[src/rtl/box_area_scheduler.sv]
// Round-robin front end for a shared combinational box-area unit (|C-A| x |D-B|).
// Grants one of two requesters, latches its operands, and delivers a registered result.

module box_area_unit (
   input  logic [3:0] a_i,
   input  logic [3:0] b_i,
   input  logic [2:0] c_i,
   input  logic [2:0] d_i,
   output logic [7:0] area_o
);
   logic [3:0] cx_s;
   logic [3:0] dy_ext_s;
   logic [3:0] dx_s;
   logic [3:0] dy_s;

   always_comb begin
      cx_s     = {1'b0, c_i};
      dy_ext_s = {1'b0, d_i};
      dx_s     = (cx_s >= a_i) ? (cx_s - a_i) : (a_i - cx_s);
      dy_s     = (dy_ext_s >= b_i) ? (dy_ext_s - b_i) : (b_i - dy_ext_s);
      area_o   = {4'd0, dx_s} * {4'd0, dy_s};
   end
endmodule

module box_area_scheduler #(
   parameter int ACC_W = 12
) (
   input  logic             clk,
   input  logic             rst,
   input  logic             req0,
   input  logic             req1,
   input  logic [3:0]       a0,
   input  logic [3:0]       b0,
   input  logic [2:0]       c0,
   input  logic [2:0]       d0,
   input  logic [3:0]       a1,
   input  logic [3:0]       b1,
   input  logic [2:0]       c1,
   input  logic [2:0]       d1,
   output logic             ack0,
   output logic             ack1,
   output logic             res_valid,
   input  logic             res_ready,
   output logic             res_id,
   output logic [7:0]       res_area,
   input  logic             acc_clr,
   output logic [ACC_W-1:0] acc_total,
   output logic             busy
);
   typedef enum logic [1:0] {
      S_IDLE    = 2'd0,
      S_COMPUTE = 2'd1,
      S_DONE    = 2'd2
   } state_t;

   state_t           state_q, state_d;
   logic             prio_q, prio_d;
   logic [3:0]       op_a_q, op_a_d;
   logic [3:0]       op_b_q, op_b_d;
   logic [2:0]       op_c_q, op_c_d;
   logic [2:0]       op_d_q, op_d_d;
   logic             id_q, id_d;
   logic             ack0_q, ack0_d;
   logic             ack1_q, ack1_d;
   logic             res_valid_q, res_valid_d;
   logic             res_id_q, res_id_d;
   logic [7:0]       res_area_q, res_area_d;
   logic [ACC_W-1:0] acc_q, acc_d;
   logic             busy_q, busy_d;

   logic             grant_s;
   logic [7:0]       area_s;
   logic [ACC_W:0]   sum_s;
   logic [ACC_W-1:0] acc_sat_s;

   box_area_unit u_area (
      .a_i    (op_a_q),
      .b_i    (op_b_q),
      .c_i    (op_c_q),
      .d_i    (op_d_q),
      .area_o (area_s)
   );

   // One extra bit catches overflow so the total clamps at all-ones.
   always_comb begin
      sum_s     = {1'b0, acc_q} + {{(ACC_W - 7){1'b0}}, res_area_q};
      acc_sat_s = sum_s[ACC_W] ? {ACC_W{1'b1}} : sum_s[ACC_W-1:0];
      grant_s   = (req0 && req1) ? prio_q : req1;
   end

   always_comb begin
      state_d     = state_q;
      prio_d      = prio_q;
      op_a_d      = op_a_q;
      op_b_d      = op_b_q;
      op_c_d      = op_c_q;
      op_d_d      = op_d_q;
      id_d        = id_q;
      ack0_d      = 1'b0;
      ack1_d      = 1'b0;
      res_valid_d = res_valid_q;
      res_id_d    = res_id_q;
      res_area_d  = res_area_q;
      acc_d       = acc_q;

      case (state_q)
         S_IDLE: begin
            if (req0 || req1) begin
               state_d = S_COMPUTE;
               id_d    = grant_s;
               prio_d  = ~grant_s;
               ack0_d  = ~grant_s;
               ack1_d  = grant_s;
               if (grant_s) begin
                  op_a_d = a1;
                  op_b_d = b1;
                  op_c_d = c1;
                  op_d_d = d1;
               end else begin
                  op_a_d = a0;
                  op_b_d = b0;
                  op_c_d = c0;
                  op_d_d = d0;
               end
            end else begin
               state_d = S_IDLE;
            end
         end
         S_COMPUTE: begin
            res_area_d  = area_s;
            res_id_d    = id_q;
            res_valid_d = 1'b1;
            state_d     = S_DONE;
         end
         S_DONE: begin
            if (res_valid_q && res_ready) begin
               res_valid_d = 1'b0;
               acc_d       = acc_sat_s;
               state_d     = S_IDLE;
            end else begin
               state_d = S_DONE;
            end
         end
         default: begin
            state_d     = S_IDLE;
            res_valid_d = 1'b0;
         end
      endcase

      // Clear beats a coinciding handshake: the delivered area is dropped.
      if (acc_clr) begin
         acc_d = {ACC_W{1'b0}};
      end else begin
         acc_d = acc_d;
      end

      busy_d = (state_d != S_IDLE);
   end

   always_ff @(posedge clk) begin
      if (rst) begin
         state_q     <= S_IDLE;
         prio_q      <= 1'b0;
         op_a_q      <= 4'd0;
         op_b_q      <= 4'd0;
         op_c_q      <= 3'd0;
         op_d_q      <= 3'd0;
         id_q        <= 1'b0;
         ack0_q      <= 1'b0;
         ack1_q      <= 1'b0;
         res_valid_q <= 1'b0;
         res_id_q    <= 1'b0;
         res_area_q  <= 8'd0;
         acc_q       <= {ACC_W{1'b0}};
         busy_q      <= 1'b0;
      end else begin
         state_q     <= state_d;
         prio_q      <= prio_d;
         op_a_q      <= op_a_d;
         op_b_q      <= op_b_d;
         op_c_q      <= op_c_d;
         op_d_q      <= op_d_d;
         id_q        <= id_d;
         ack0_q      <= ack0_d;
         ack1_q      <= ack1_d;
         res_valid_q <= res_valid_d;
         res_id_q    <= res_id_d;
         res_area_q  <= res_area_d;
         acc_q       <= acc_d;
         busy_q      <= busy_d;
      end
   end

   assign ack0      = ack0_q;
   assign ack1      = ack1_q;
   assign res_valid = res_valid_q;
   assign res_id    = res_id_q;
   assign res_area  = res_area_q;
   assign acc_total = acc_q;
   assign busy      = busy_q;
endmodule

[config.mk]
export PLATFORM = sky130hd
export DESIGN_NAME = box_area_scheduler
export DESIGN_NICKNAME = d
export VERILOG_FILES = /design/src/rtl/box_area_scheduler.sv
export SDC_FILE = /design/constraint.sdc
export NUM_CORES = 1
export LEC_CHECK = 0
export CAP_MARGIN = 20
export CORE_UTILIZATION = 53
export CTS_BUF_LIST = sky130_fd_sc_hd__clkbuf_2 sky130_fd_sc_hd__clkbuf_4 sky130_fd_sc_hd__clkbuf_8
export CTS_CLUSTER_DIAMETER = 200
export DETAILED_ROUTE_END_ITERATION = 10
export PLACE_DENSITY = 0.8
export SLEW_MARGIN = 40
export SYNTH_ARGS = -nofsm -noshare
export SYNTH_HDL_FRONTEND = slang
export SYNTH_SLANG_ARGS = --single-unit
[constraint.sdc]
create_clock -name clk -period 5.8 [get_ports clk]
set_clock_uncertainty 0.1 [all_clocks]
set_input_delay 1.16 -clock clk [delete_from_list [all_inputs] [get_ports clk]]
set_output_delay 1.16 -clock clk [all_outputs]
set_load 0.02 [all_outputs]
* Word-level counts from Yosys, hierarchy flattened *
Index checks and enable logic that the tools add are counted.
W data, S select, Z words.

cells by class
  add/subtract/negate cells = 5
  multiply operators = 1
  magnitude comparators = 2
  eq/ne operators = 3
  multiplexer cells = 13
  bitwise operators = 3
  reductions and logical operators = 10

operators by type and width
  cell                  count
  $mux W4               4
  $add A12 B8 Y13       1
  $mux W12              1
  $ge A3 B4 Y1          2
  $mul A4 B4 Y8         1
  $sub A3 B4 Y4         2
  $sub A4 B3 Y4         2
  $mux W3               2
  $pmux W2 S3           1
  $reduce_and A2 Y1     3
  $mux W1               3
  $not A1 Y1            3
  $pmux W1 S3           1
  $reduce_or A3 Y1      1
  $eq A2 B1 Y1 const B  1
  $eq A2 B2 Y1 const B  1
  $logic_and A1 B1 Y1   2
  $logic_not A2 Y1      1
  $mux W2               1
  $ne A2 B2 Y1 const B  1
  $reduce_bool A2 Y1    1
  $reduce_or A2 Y1      1
  $logic_or A1 B1 Y1    1

word-level totals
  flip-flop bits (word level) = 43
  input port bits = 34
  output and inout port bits = 25
  logic and storage cells = 51

* Depth between registers and ports, before layout *
Gate-level depths: netlist of run 1.

  depth in word-level cells = 4
  gate-level depth with buffers = 19
  gate-level depth less buffers = 19

* Modules after synthesis *
Synthesis of run 1 repeated with hierarchy kept, for this count alone.

unflattened totals
  cells, all modules = 343
  area total of the unflattened synthesis = 2,899.0 um^2

modules (own cells, without submodules)
  module              times used  cells an instance  area an instance (um^2)  seq. area each (um^2)
  box_area_scheduler  1           218                1,890.6                  860.8
  box_area_unit       1           125                1,008.5                  0.0

* Least setup slack after synthesis of run 1 *
Ideal clock, no wire load.

  path kind = register -> register
  from = reg op_b_q[1]
  to = reg res_area_q[6] (netlist: res_area[6])
  setup time = 0.070 ns
  arrival = 3.922 ns
  required time = 5.630 ns
  slack = 1.708 ns
  stages on the path, launching flop included = 18
  buffers on the path = 0
  period minus slack after synthesis = 4.092 ns
  cell sequence = dfxtp_1 > inv_1 > fa_1 > a21o_1 > a21oi_1 > nor2_1 > mux2i_1 > or2_2 > fa_1 > inv_1 > fa_1 > inv_1 > fa_1 > nor2b_1 > o21a_1 > nor3_1 > nand3b_1 > a21oi_1

between the ends
  word-level cells in the longest chain between the ends = 3
  elaborated cells on any way between the ends = 5
  those cells by class = add/sub (2); mul (1); order compare (1); mux (1)

ends and longest elaborated chain
  what                                         RTL line  RTL
  start, declared                              59        logic [3:0] op_b_q, op_b_d;
  start signal, assigned                       180       op_b_q <= op_b_d;
  $sub A4 B3 Y4, or another cell as far along  20        dy_s = (dy_ext_s >= b_i) ? (dy_ext_s - b_i) : (b_i - dy_ext_s);
  $mux W4 (*)                                  20
  $mul A4 B4 Y8 (*)                            21        area_o = {4'd0, dx_s} * {4'd0, dy_s};
  end signal, assigned                         188       res_area_q <= res_area_d;
  end, declared                                67        logic [7:0] res_area_q, res_area_d;

Every way passes the cells marked *; elsewhere a longest branch is shown, timed or not.
A chain may end at the register's enable or synchronous reset.

* Final worst setup path of run 1 *
Same ends and word-level chain as after synthesis.

==> flow_summary.yaml, run 1 <==
outcome:
  status: "finished, final reports clean"
sta:
  rsz0062_at_grt: "false"
  slew_headroom_pct: 53.98
  whs_ns: 0.3596
  period_share_pct: 74.93
  max_freq_mhz: 230.1
  tightestPinTransition_ns: 0.6889
  hold_viol: 0
  fin_crit_ns: 4.346
  slew_violations: 0
  setup_violations: 0
  tns_ns: 0
setup_path:
  slowest_stage: "fa_1"
  critPathBufInv: 3
  criticalPathCategory: "flip-flop to flip-flop"
  start_kind: "flip-flop"
  cp_max_fo: 4
  crit_path_frequent_cell: "fa_1"
  critPathArrivalTime_ns: 4.49
  cp_data_required_time_ns: 5.94
  crit_family: "adder cells"
  crit_chain: "inv_1 -> fa_1 -> a21o_1 -> a21oi_1 -> nor2_1 -> mux2i_1 -> or2_2 -> fa_1 -> inv_1 -> fa_1 -> inv_1 -> fa_1 -> nor2b_1 -> o21a_1 -> nor3_1 -> nand3b_1 -> a21oi_1"
  max_stage_delay_ns: 0.56
  end_kind: "flip-flop"
clock_network:
  cts_tree: "done"
  ctsHoldBuffers: 0
  cts_buffers: 5
  cts_root_buffer: "clkbuf_8"
  clk_latency_ns: 0.30
  cts_sinks: 43
  clockBufferDepth: 2
  htree_num_levels: 2
  cts_setup_buffers: 0
  cts-resized-gates: 0
  clkTransAtPathRegs_ns: 0.09
logic_synthesis:
  yosys_warnings: 0
  synth_fp_nets: 418
  ys_ff_latch: 43
  synth_top_area_share_pct: 29.81
  yosysUniqueCellTypes: 46
  synthFlopType: "dfxtp_1"
  netlist.top_cell.by_area: "dfxtp_1"
  synthCells: 343
  synth_edf_count: 0
  synthTopCellsByArea: "dfxtp_1, ha_1, fa_1"
  synth_area_um2: 2888
  syn_avg_cell_area_um2: 8.419
  synth_common_cells: "dfxtp_1, nor2_1, inv_1, ha_1, a21oi_1"
  seq_area_frac_synth_pct: 29.81
  synth.most_common_cell: "dfxtp_1"
  ys_async_sr_fraction_pct: 0
power_and_ir_drop:
  swShare_pct: 36.41
  clkPwrFrac_pct: 20.7
  vdd_drop_max_uv: 152.1
  pwr-share-comb_pct: 40.6
  leakagePower_nw: 1.468
  power_frac_seq_pct: 38.7
  p_int_uw: 560.6
  power_density_nw_per_um2: 244.3
  switching_power_uw: 321.0
  p_total_uw: 881.7
floorplan:
  start_util_pct: 55.83
  fp.dieH_um: 75.82
  rows: 26
  die_w_um: 75.82
  core_area_um2: 5172
  die_area_um2: 5748
  ios: 59
drt:
  wl_per_cell_um: 13.84
  ant_nets: 0
  drt_wl_total_um: 6478
  first_iter_violations: 180
  first_pass_iters: 6
  vias: 2675
  drc: 0
  viasPerCell: 5.716
final_layout:
  stdcell_count: 468
  areaGrowthSynthToFinish_pct: 24.96
  nets: 474
  diodes: 0
  final_cell_area_um2: 3608
  drive_above_1_share_pct: 4.523
global_routing:
  grt_overflow: 0
  grt_max_degree: 35
  grt_pass1_wl_um: 10590
  track_usage_pct: 24.02
  antenna_found_initial: 0
  grt_pass1_vias: 2337
place:
  dp_hpwl_um: 4967
  place_area_um2: 3532
  gp_congestion: 0.9567
  io_buffers: 58
  dp_cells: 462
run:
  maxCapViolCount: 0
min_path:
  hold_class: "flip-flop to flip-flop"
==> metrics by stage <==
step	utilization [%]	setup WS [ns]
3_5_place_dp	68.29	1.486
6_report	69.76	1.454
4_1_cts	69.76	1.478
3_3_place_gp	68.24	1.582
2_1_floorplan	-	1.708
5_1_grt	69.76	1.197
==> final timing paths <==
kind | startpoint | end | slack (ns) | cells after the start
max | op_b_q[1] | res_area[6] | 1.45 | 17
min | id_q | res_id | 0.36 | 2
max reg2reg | op_b_q[1] | res_area[6] | 1.45 | 17
min reg2reg | id_q | res_id | 0.36 | 2
==> layout by cell type (no fill, tap or decap), types with 5 or more instances in the layout <==
cell,instances
a21o_1,5
o21ai_0,21
a222oi_1,14
dfxtp_1,43
nand2_1,20
fa_1,9
nor3_1,6
nor2_1,39
xor2_1,5
clkdlybuf4s50_1,58
a21oi_1,27
a31oi_1,16
ha_1,32
clkbuf_8,5
inv_1,36
nor2b_1,8
==> logic make-up (layout without fill, tap and decap cells) <==
family	Yosys count	after routing	share of synthesized area [%]
AO/OA/AOI/OAI	106	106	24.52
AND/OR/NAND/NOR	95	95	16.03
buffers and inverters	48	103	6.369
flip-flops	43	43	29.81
adder cells (fa/ha/maj)	41	41	20.10
XOR/XNOR	7	7	2.123
multiplexers	3	3	1.040
==> worst register-to-register path, cell delays in order, from the launching register on <==
cell and delay, ns:
dfxtp_1 0.42, inv_1 0.11, fa_1 0.47, a21o_1 0.18
a21oi_1 0.19, nor2_1 0.09, mux2i_1 0.17, or2_2 0.32
fa_1 0.48, inv_1 0.05, fa_1 0.56, inv_1 0.07
fa_1 0.43, nor2b_1 0.16, o21a_1 0.14, nor3_1 0.04
nand3b_1 0.15, a21oi_1 0.16
==> power by group through the flow <==
stage	registers [mW]	clock network (mW)	logic, mW
global route	0.344	0.196	0.406
CTS	0.341	0.183	0.357
finish	0.341	0.183	0.358
global placement	0.347	0	0.340
floorplan	0.352	0	0.245
detailed placement	0.348	0	0.352
==> metal layers <==
layer  track usage [%]  wire length [µm]  up-vias
met2             38.64              2948       77
met3             4.497               334        8
met5                 0                 0        -
li1                  -                 -     1340
met1             32.98              3122     1250
met4             6.379                72        0
==> state kept, by name (all words and copies together), names as in the netlist, 2 cells and up <==
register   cells
state_q        2
op_a_q         4
res_area       8
op_c_q         3
op_d_q         3
op_b_q         4
acc_total     12
==> final cells by class <==
class / instances / area, µm²
fill: 423 / 1564
clock inverter: 1 / 7.507
multi-input combinational: 252 / 1846
clock buffer: 5 / 68.82
tap: 70 / 87.58
timing repair buffer: 61 / 603.1
sequential: 43 / 860.8
inverter: 36 / 135.1
Note: power is estimated with default switching activity, not from simulation.
==> run 2, diff against run 1 <==
==> constraint.sdc (replaced) <==
create_clock -name clk -period 4.45 [get_ports clk]
set_clock_uncertainty 0.1 [all_clocks]
set_input_delay 0.89 -clock clk [delete_from_list [all_inputs] [get_ports clk]]
set_output_delay 0.89 -clock clk [all_outputs]
set_load 0.02 [all_outputs]
==> flow_summary.yaml, run 2 (synthesized netlist as in run 1, its figures left out) <==
outcome:
  status: "finished, final reports clean"
sta:
  slew_headroom_pct: 57.73
  max_freq_mhz: 231.4
  fin_crit_ns: 4.321
  hold_viol: 0
  setup_violations: 0
  period_share_pct: 97.11
  tightestPinTransition_ns: 0.6336
  slew_violations: 0
power_and_ir_drop:
  leakagePower_nw: 1.476
  power_density_nw_per_um2: 323.1
  p_total_mw: 1.179
  vdd_drop_max_uv: 221.4
final_layout:
  multiInputGateArea_um2: 1862
  nets: 475
  diodes: 0
  largest_reg_flops: 12
  final_cell_area_um2: 3649
  fillerInstances: 397
  register_area_um2: 860.8
  final_common_cell: "clkdlybuf4s50_1"
  areaGrowthSynthToFinish_pct: 26.34
  drive_above_1_share_pct: 6.484
  layout_common_cells: "clkdlybuf4s50_1, dfxtp_1, nor2_1"
global_routing:
  track_usage_pct: 23.65
  grt_pass1_wl_um: 10420
  grt_util_met2_pct: 38.84
  antenna_found_initial: 0
  grtUsageMet1_pct: 32.09
  grt_max_degree: 35
  grt_pass1_vias: 2365
  top_usage_layer: "met2"
  grt_overflow: 0
  use_met3_pct: 4.365
run:
  maxCapViolCount: 0
drt:
  wl_per_cell_um: 13.80
  drc: 0
  drt_wl_total_um: 6499
  ant_nets: 0
  first_pass_iters: 6
  viasPerCell: 5.696
  vias: 2683
  first_iter_violations: 160
setup_path:
  criticalPathCategory: "flip-flop to flip-flop"
  crit_start: "op_d_q[0]"
  r2r-start: "op_d_q[0]"
  r2r_cells: 19
  cp_max_fo: 4
  cp_data_required_time_ns: 4.59
  end_kind: "flip-flop"
  rrSetupSlack_ns: 0.13
  critPathArrivalTime_ns: 4.46
  r2r-end: "res_area[6]"
  start_kind: "flip-flop"
clock_network:
  cts_tree: "done"
  htree_num_levels: 2
  cts_buffers: 5
  clkTransAtPathRegs_ns: 0.09
  cts_sinks: 43
  clockBufferDepth: 2
  clk_latency_ns: 0.30
  cts_root_buffer: "clkbuf_8"
  ctsHoldBuffers: 0
floorplan:
  die_area_um2: 5748
  rows: 26
  core_area_um2: 5172
  die_w_um: 75.82
  start_util_pct: 55.83
  ios: 59
  fp.dieH_um: 75.82
min_path:
  hold_class: "flip-flop to flip-flop"
  holdPathEnd: "res_id"
  hold_start: "id_q"
  min_path_cells: 2
place:
  dp_hpwl_um: 4938
  io_buffers: 58
  gp_congestion: 0.9533
  place_area_um2: 3532
==> run 2: changes by cell type in the layout (fill, tap and decap cells not counted), sizes merged <==
cell / change
buf: +1
clkinvlp: +1
inv: +1
==> run 2: critical path: stages (launching register included) <==
cell and delay, ns:
dfxtp_1 0.36, inv_1 0.06, ha_1 0.18, inv_1 0.10, fa_2 0.25, a21oi_1 0.06
a2111oi_1 0.41, a31oi_1 0.08, a2bb2oi_1 0.19, or2_1 0.25, fa_1 0.53, inv_1 0.05
fa_1 0.56, inv_1 0.07, fa_2 0.40, nor2b_2 0.14, o21a_1 0.14, nor3_1 0.04
nand3b_1 0.15, a21oi_1 0.16
==> run 2: metrics by stage <==
step           utilization [%]  std cells  hold WS (ns)  setup TNS, ns  worst slack, ns
2_1_floorplan                -        343        0.3323              0           0.3577
3_3_place_gp             68.24        462        0.3431              0           0.2328
4_1_cts                  70.08        470        0.3729              0          0.04201
6_report                 70.54        471        0.3664              0           0.1288
5_1_grt                  70.54        471        0.3980        -0.1917         -0.08141
3_5_place_dp             68.29        462        0.3576              0           0.1014
==> run 2: repair_timing <==
action | CTS | global route
gates resized for setup | 0 | 6
buffers inserted | 0 | 1
endpoints found under the setup margin | 0 | 4
==> run 2: how the worst max path moves through the flow <==
stage,end,slack [ns],cells after the start
final,res_area[6],0.13,19
after global routing,res_area[7],-0.08,18
after CTS,res_area[6],0.04,19
after detailed placement,res_area[6],0.10,17
after global placement,res_area[6],0.23,17
after floorplan,res_area[6],0.36,17
==> run 2: cell type report <==
| cell class | count | area share, % |
|---|---|---|
| Sequential cell | 43 | 23.59 |
| Inverter | 36 | 3.704 |
| Timing Repair Buffer | 62 | 16.74 |
| Multi-Input combinational cell | 252 | 51.03 |
| Clock buffer | 5 | 1.886 |
| Clock inverter | 3 | 0.6516 |
| Tap cell | 70 | 2.401 |
==> run 2: power by group <==
part / internal (mW) / total, mW / switching (mW)
logic: 0.218 / 0.473 / 0.255
registers: 0.414 / 0.445 / 0.0302
clock network: 0.112 / 0.261 / 0.149
==> run 2: layer usage <==
metal	vias up	routed length [µm]
li1	1345	-
met1	1238	3031
met2	93	3020
met3	7	369
met4	0	77
met5	-	0
==> run 3, diff against run 2 <==
--- a/config.mk
+++ b/config.mk
@@ -5,6 +5,7 @@
 export SDC_FILE = /design/constraint.sdc
 export NUM_CORES = 1
 export LEC_CHECK = 0
+export ABC_CLOCK_PERIOD_IN_PS = 4450
 export CAP_MARGIN = 20
 export CORE_UTILIZATION = 53
 export CTS_BUF_LIST = sky130_fd_sc_hd__clkbuf_2 sky130_fd_sc_hd__clkbuf_4 sky130_fd_sc_hd__clkbuf_8
==> results of run 3 <==
Final layout, timing and power as in run 2 (identical DEF).
